--- src/rtl/decoded_instr_queue_if.sv ---
// Decoded-instruction type shared by decode and execute, plus the handshake
// bundle that connects decode, the instruction queue and execute.
package instruction;
   typedef enum logic [3:0] {
      OP_NOP    = 4'd0,
      OP_ADD    = 4'd1,
      OP_SUB    = 4'd2,
      OP_AND    = 4'd3,
      OP_OR     = 4'd4,
      OP_LOAD   = 4'd5,
      OP_STORE  = 4'd6,
      OP_BRANCH = 4'd7,
      OP_JUMP   = 4'd8
   } op_e;

   typedef struct packed {
      op_e         op;
      logic [4:0]  rd;
      logic [4:0]  rs1;
      logic [4:0]  rs2;
      logic [31:0] imm;
   } t;

   localparam t NOP = '{op: OP_NOP, default: '0};
endpackage

interface decoded_instr_queue_if #(
   parameter int DEPTH = 4
);
   localparam int PTR_W = $clog2(DEPTH);

   logic            flush;
   logic            in_valid;
   logic            in_ready;
   instruction::t   in_instr;
   logic [31:0]     in_pc;
   logic            out_valid;
   logic            out_ready;
   instruction::t   out_instr;
   logic [31:0]     out_pc;
   logic [PTR_W:0]  count;

   // master is the pipeline around the queue (decode + execute), slave is the queue.
   modport master (
      output flush, in_valid, in_instr, in_pc, out_ready,
      input  in_ready, out_valid, out_instr, out_pc, count
   );

   modport slave (
      input  flush, in_valid, in_instr, in_pc, out_ready,
      output in_ready, out_valid, out_instr, out_pc, count
   );
endinterface

--- src/rtl/decoded_instr_queue.sv ---
// Decode-to-execute FIFO of {decoded instruction, PC}; no bypass, single-cycle
// flush, and NOP/zero presented at the head whenever the queue is empty.
module decoded_instr_queue #(
   parameter  int DEPTH = 4,
   localparam int PTR_W = $clog2(DEPTH)
) (
   input  logic                clk,
   input  logic                rst,
   decoded_instr_queue_if.slave q_if
);

   typedef struct packed {
      instruction::t instr;
      logic [31:0]   pc;
   } entry_t;

   entry_t             mem_q [DEPTH];
   logic [PTR_W-1:0]   wr_ptr_q, wr_ptr_d;
   logic [PTR_W-1:0]   rd_ptr_q, rd_ptr_d;
   logic [PTR_W:0]     count_q,  count_d;

   logic full, empty, push, pop;

   // in_ready comes from registered count only, so a full queue refuses even a same-cycle pop.
   assign full  = (count_q == (PTR_W+1)'(DEPTH));
   assign empty = (count_q == '0);
   assign push  = q_if.in_valid && !full  && !q_if.flush;
   assign pop   = !empty && q_if.out_ready && !q_if.flush;

   always_comb begin
      // NOTE: every next-state signal gets a default first so no latch is inferred.
      wr_ptr_d = wr_ptr_q;
      rd_ptr_d = rd_ptr_q;
      count_d  = count_q;
      if (q_if.flush) begin
         wr_ptr_d = '0;
         rd_ptr_d = '0;
         count_d  = '0;
      end else begin
         if (push) wr_ptr_d = wr_ptr_q + PTR_W'(1);
         if (pop)  rd_ptr_d = rd_ptr_q + PTR_W'(1);
         unique case ({push, pop})
            2'b10:   count_d = count_q + (PTR_W+1)'(1);
            2'b01:   count_d = count_q - (PTR_W+1)'(1);
            default: count_d = count_q;
         endcase
      end
   end

   always_ff @(posedge clk) begin
      // NOTE: sequential state uses non-blocking assignments so all registers update together.
      if (rst) begin
         wr_ptr_q <= '0;
         rd_ptr_q <= '0;
         count_q  <= '0;
      end else begin
         wr_ptr_q <= wr_ptr_d;
         rd_ptr_q <= rd_ptr_d;
         count_q  <= count_d;
      end
   end

   // NOTE: storage is deliberately not reset; count gates every read, so stale data is never visible.
   always_ff @(posedge clk) begin
      if (push) mem_q[wr_ptr_q] <= '{instr: q_if.in_instr, pc: q_if.in_pc};
   end

   assign q_if.in_ready  = !full;
   assign q_if.out_valid = !empty;
   assign q_if.out_instr = empty ? instruction::NOP : mem_q[rd_ptr_q].instr;
   assign q_if.out_pc    = empty ? 32'b0            : mem_q[rd_ptr_q].pc;
   assign q_if.count     = count_q;

endmodule

--- src/flat_wrapper.sv ---
// flat-port wrapper written by rule: the top's interface ports become plain ports
module decoded_instr_queue_flat 
#(
   parameter  int DEPTH = 4,
   localparam int PTR_W = $clog2(DEPTH)
)
  (clk, rst, q_if_flush, q_if_in_valid, q_if_in_instr, q_if_in_pc, q_if_out_ready, q_if_in_ready, q_if_out_valid, q_if_out_instr, q_if_out_pc, q_if_count);
  decoded_instr_queue_if #(.DEPTH(DEPTH)) q_if_i ();
  input  logic clk;
  input  logic rst;
  input wire logic [$bits(q_if_i.flush)-1:0] q_if_flush;
  input wire logic [$bits(q_if_i.in_valid)-1:0] q_if_in_valid;
  input wire logic [$bits(q_if_i.in_instr)-1:0] q_if_in_instr;
  input wire logic [$bits(q_if_i.in_pc)-1:0] q_if_in_pc;
  input wire logic [$bits(q_if_i.out_ready)-1:0] q_if_out_ready;
  output wire logic [$bits(q_if_i.in_ready)-1:0] q_if_in_ready;
  output wire logic [$bits(q_if_i.out_valid)-1:0] q_if_out_valid;
  output wire logic [$bits(q_if_i.out_instr)-1:0] q_if_out_instr;
  output wire logic [$bits(q_if_i.out_pc)-1:0] q_if_out_pc;
  output wire logic [$bits(q_if_i.count)-1:0] q_if_count;
  assign q_if_i.flush = q_if_flush;
  assign q_if_i.in_valid = q_if_in_valid;
  assign q_if_i.in_instr = q_if_in_instr;
  assign q_if_i.in_pc = q_if_in_pc;
  assign q_if_i.out_ready = q_if_out_ready;
  assign q_if_in_ready = q_if_i.in_ready;
  assign q_if_out_valid = q_if_i.out_valid;
  assign q_if_out_instr = q_if_i.out_instr;
  assign q_if_out_pc = q_if_i.out_pc;
  assign q_if_count = q_if_i.count;
  decoded_instr_queue #(.DEPTH(DEPTH)) u_core (.clk(clk), .rst(rst), .q_if(q_if_i));
endmodule
--- config.mk ---
export PLATFORM = sky130hd
export DESIGN_NAME = decoded_instr_queue_flat
export DESIGN_NICKNAME = d
export VERILOG_FILES = /design/src/rtl/decoded_instr_queue_if.sv /design/src/rtl/decoded_instr_queue.sv /design/src/flat_wrapper.sv
export SDC_FILE = /design/constraint.sdc
export NUM_CORES = 1
export LEC_CHECK = 0
export BUFFER_PORTS_ARGS = -buffer_cell sky130_fd_sc_hd__buf_2
export CAP_MARGIN = 20
export CORE_UTILIZATION = 25
export DETAILED_ROUTE_END_ITERATION = 10
export MAX_ROUTING_LAYER = met4
export SLEW_MARGIN = 20
export SYNTH_ARGS = -nofsm -noshare
export SYNTH_HDL_FRONTEND = slang
export SYNTH_SLANG_ARGS = --single-unit
--- constraint.sdc ---
create_clock -name clk -period 7.9 [get_ports clk]
set_clock_uncertainty 0.2 [all_clocks]
set_input_delay 2.37 -clock clk [delete_from_list [all_inputs] [get_ports clk]]
set_output_delay 2.37 -clock clk [all_outputs]
set_load 0.05 [all_outputs]
==> insert_results.sql <==
INSERT INTO impl_metrics (metric_group, metric, value, unit) VALUES
('synth', 'synth_top_flop_cell', 'sky130_fd_sc_hd__edfxtp_1', ''),
('worst_setup_path', 'path_class', 'reg -> out', ''),
('drt', 'detail_route.wl_per_cell', '18.0', 'µm'),
('drt', 'drt.antenna.violating_nets', '0', ''),
('worst_setup_path', 'worst_ep_arrival_time', '2920', 'ps'),
('timing', 'final-setup-viol-count', '0', ''),
('layout', 'final_layout_size_suffix_gt1_share', '40.9', '%'),
('synth', 'synth_cells', '580', ''),
('placement', 'finalWeightedCongestion', '0.664', ''),
('global_route', 'grt_remaining_overflow', '0', ''),
('placement', 'hpwlAfterDp', '15.4', 'mm'),
('placement', 'placedInstanceArea', '14700', 'µm²'),
('clock_network', 'ctsLongestPathBuffers', '3', ''),
('layout', 'multi_input_area', '2690', 'µm²'),
('synth', 'syn-cell-area', '13000', 'µm²'),
('synth', 'ys_top_cells_by_count', '332 x sky130_fd_sc_hd__edfxtp_1, 83 x sky130_fd_sc_hd__and2_1, 83 x sky130_fd_sc_hd__mux4_2, 12 x sky130_fd_sc_hd__clkbuf_1', ''),
('clock_network', 'insertion_delay', '530', 'ps'),
('min_path', 'min_delay_path_depth', '2', ''),
('clock_network', 'holdBufCountCts', '0', ''),
('clock_network', 'path_clk_slew', '60', 'ps'),
('timing', 'setup_repair_after_global_routing_missed_its_margin', 'false', ''),
('global_route', 'maximum_number_of_pins_on_one_net_before_global_route_repair', '51', ''),
('timing', 'setup_tns', '0', 'ps'),
('global_route', 'gr-usage-all-layers', '10.5', '%'),
('synth', 'synthesis.nets', '674', ''),
('power', 'clock_power_share', '43.2', '%'),
('layout', 'num-fill-cells', '4992', ''),
('synth', 'post_synthesis_sequential_area_ratio', '78.0', '%'),
('drt', 'post_drt_via_cell_ratio', '4.13', ''),
('worst_setup_path', 'path_max_fanout', '48', ''),
('clock_network', 'cts_htree_levels', '2', ''),
('worst_setup_path', 'r2r-start', 'u_core.q_if.count[0]', ''),
('min_path', 'timing.hold.worst_endpoint', 'u_core.rd_ptr_q[0]', ''),
('drt', 'drt_first_pass_iters', '4', ''),
('global_route', 'global_route_wire_length_before_repair', '40.4', 'mm'),
('run', 'drv_cap', '0', ''),
('synth', 'yosysWarningCount', '0', ''),
('drt', 'drt_drc_violations_left', '0', ''),
('clock_network', 'clock-root-buffer', 'sky130_fd_sc_hd__clkbuf_16', ''),
('worst_setup_path', 'worstReg2RegEnd', 'u_core.mem_q[3][20]', ''),
('synth', 'synth_largest_type_area_fraction', '76.6', '%'),
('power', 'cellInternalPower', '3.05', 'mW'),
('timing', 'slew_headroom', '43.3', '%'),
('power', 'p_sw_share', '20.9', '%'),
('die', 'core_area', '51400', 'µm²'),
('die', 'row_count', '83', ''),
('power', 'combinational_share_of_power', '4.4', '%'),
('power', 'worst_ir_drop_vdd', '0.000149', 'V'),
('die', 'die_h', '230', 'µm'),
('clock_network', 'cts_inserted_buffers', '38', ''),
('worst_setup_path', 'worst_r2r_path_depth', '3', ''),
('timing', 'setup_slack', '2410', 'ps'),
('power', 'cellPowerDensity', '243', 'nW/µm²'),
('die', 'start_util', '25.3', '%'),
('power', 'net_switching_power', '0.805', 'mW'),
('layout', 'final-seq-area', '10200', 'µm²'),
('layout', 'area.growth.synth_to_final', '21.7', '%'),
('power', 'total_leakage_power', '5.28', 'nW'),
('worst_setup_path', 'reg2reg_slack', '5020', 'ps'),
('timing', 'timing_max_transition_violations_final', '0', ''),
('placement', 'detailedPlace.worstSlack', '2760', 'ps'),
('layout', 'area_of_all_placed_cells_without_fillers', '15800', 'µm²'),
('synth', 'synthMostInstantiatedCell', 'sky130_fd_sc_hd__edfxtp_1', ''),
('power', 'p_seq_share', '52.4', '%'),
('run_status', 'status', 'finished clean', ''),
('placement', 'port_buffers', '175', ''),
('timing', 'final.period_utilization', '69.5', '%'),
('timing', 'fmax', '182', 'MHz'),
('synth', 'ys_types', '25', ''),
('die', 'floorplan.io_pins', '176', ''),
('worst_setup_path', 'critical_path.endpoint_type', 'primary output', '');
power by group through the flow:
stage	Sequential, mW	Clock, mW	Combinational (mW)
global placement	2.06	0	0.170
floorplan	2.06	0	0.103
CTS	2.02	1.72	0.174
detailed placement	2.06	0	0.174
finish	2.02	1.66	0.169
global route	2.02	1.78	0.184
cell families after synthesis:
family	after synthesis	synth area share, %
and+or+nand+nor	103	4.82
DFF	341	78.0
AOI/OAI and AO/OA	8	0.394
adders and majority gates	6	0.634
xor gates and xnor gates	4	0.269
muxes	83	14.4
buffers and inverters	35	1.56
per-stage QoR:
step | instances | hold WS, ps | power (mW) | utilization [%]
finish | 1480 | 325 | 3.85 | 30.8
global route | 1479 | 356 | 3.99 | 30.8
CTS | 1477 | 334 | 3.92 | 30.8
detailed placement | 1413 | 311 | 2.23 | 28.5
global placement | 1413 | 301 | 2.23 | 28.5
floorplan | 580 | 285 | 2.16 | -
cells in the final DEF (no fill, tap or decap), types with 2 or more instances in the layout:
| master | instances |
|---|---|
| sky130_fd_sc_hd__o31ai_1 | 2 |
| sky130_fd_sc_hd__ha_1 | 5 |
| sky130_fd_sc_hd__nor2_1 | 8 |
| sky130_fd_sc_hd__bufinv_16 | 2 |
| sky130_fd_sc_hd__dfxtp_1 | 7 |
| sky130_fd_sc_hd__buf_4 | 6 |
| sky130_fd_sc_hd__clkbuf_1 | 6 |
| sky130_fd_sc_hd__xor2_1 | 4 |
| sky130_fd_sc_hd__clkinv_2 | 3 |
| sky130_fd_sc_hd__dfxtp_4 | 2 |
| sky130_fd_sc_hd__buf_2 | 175 |
| sky130_fd_sc_hd__clkbuf_16 | 39 |
| sky130_fd_sc_hd__mux4_2 | 83 |
| sky130_fd_sc_hd__diode_2 | 3 |
| sky130_fd_sc_hd__clkinvlp_4 | 5 |
| sky130_fd_sc_hd__and3_4 | 4 |
| sky130_fd_sc_hd__edfxtp_1 | 332 |
| sky130_fd_sc_hd__and2_1 | 83 |
| sky130_fd_sc_hd__inv_1 | 6 |
| sky130_fd_sc_hd__clkinv_1 | 6 |
| sky130_fd_sc_hd__a21oi_1 | 3 |
how the worst max path moves through the flow:
stage	startpoint	endpoint	slack [ps]
2_1_floorplan	q_if_in_valid	u_core.mem_q[0][0]	2540
3_3_place_gp	q_if_flush	u_core.mem_q[1][63]	2860
3_5_place_dp	q_if_flush	u_core.mem_q[0][63]	2760
4_1_cts	flip-flop	q_if_out_instr[49]	2290
5_1_grt	flip-flop	q_if_out_instr[41]	2170
6_report	flip-flop	q_if_out_instr[41]	2410
layer usage:
metal	part of all wire, %	vias up	GRT usage [%]
met2	48	162	16.7
met5	0	-	-
met4	2.0	0	3.06
li1	-	2750	-
met3	6.4	41	3.41
met1	43	3164	12.8
critical path, cell delays in order, from the launching register on:
cell                      delay [ps]
sky130_fd_sc_hd__dfxtp_4         880
sky130_fd_sc_hd__buf_12          430
sky130_fd_sc_hd__mux4_2          590
sky130_fd_sc_hd__and2_1          170
sky130_fd_sc_hd__buf_2           200
sequential cells by signal, indices dropped and copies added (netlist names), named ones only:
name	flops
u_core.mem_q	332
u_core.q_if.count	3
u_core.wr_ptr_q	2
u_core.rd_ptr_q	2
area by class of cell:
| class | instances | area share, % |
|---|---|---|
| flip-flops and latches | 341 | 64.1 |
| clock inverters | 18 | 1.01 |
| well taps | 680 | 5.37 |
| clock buffers | 46 | 6.39 |
| multi-input cells | 204 | 17.0 |
| repair buffers | 182 | 5.94 |
| diodes | 3 | 0.0474 |
| inverters | 6 | 0.142 |
Power figures use the tool's default switching activity.
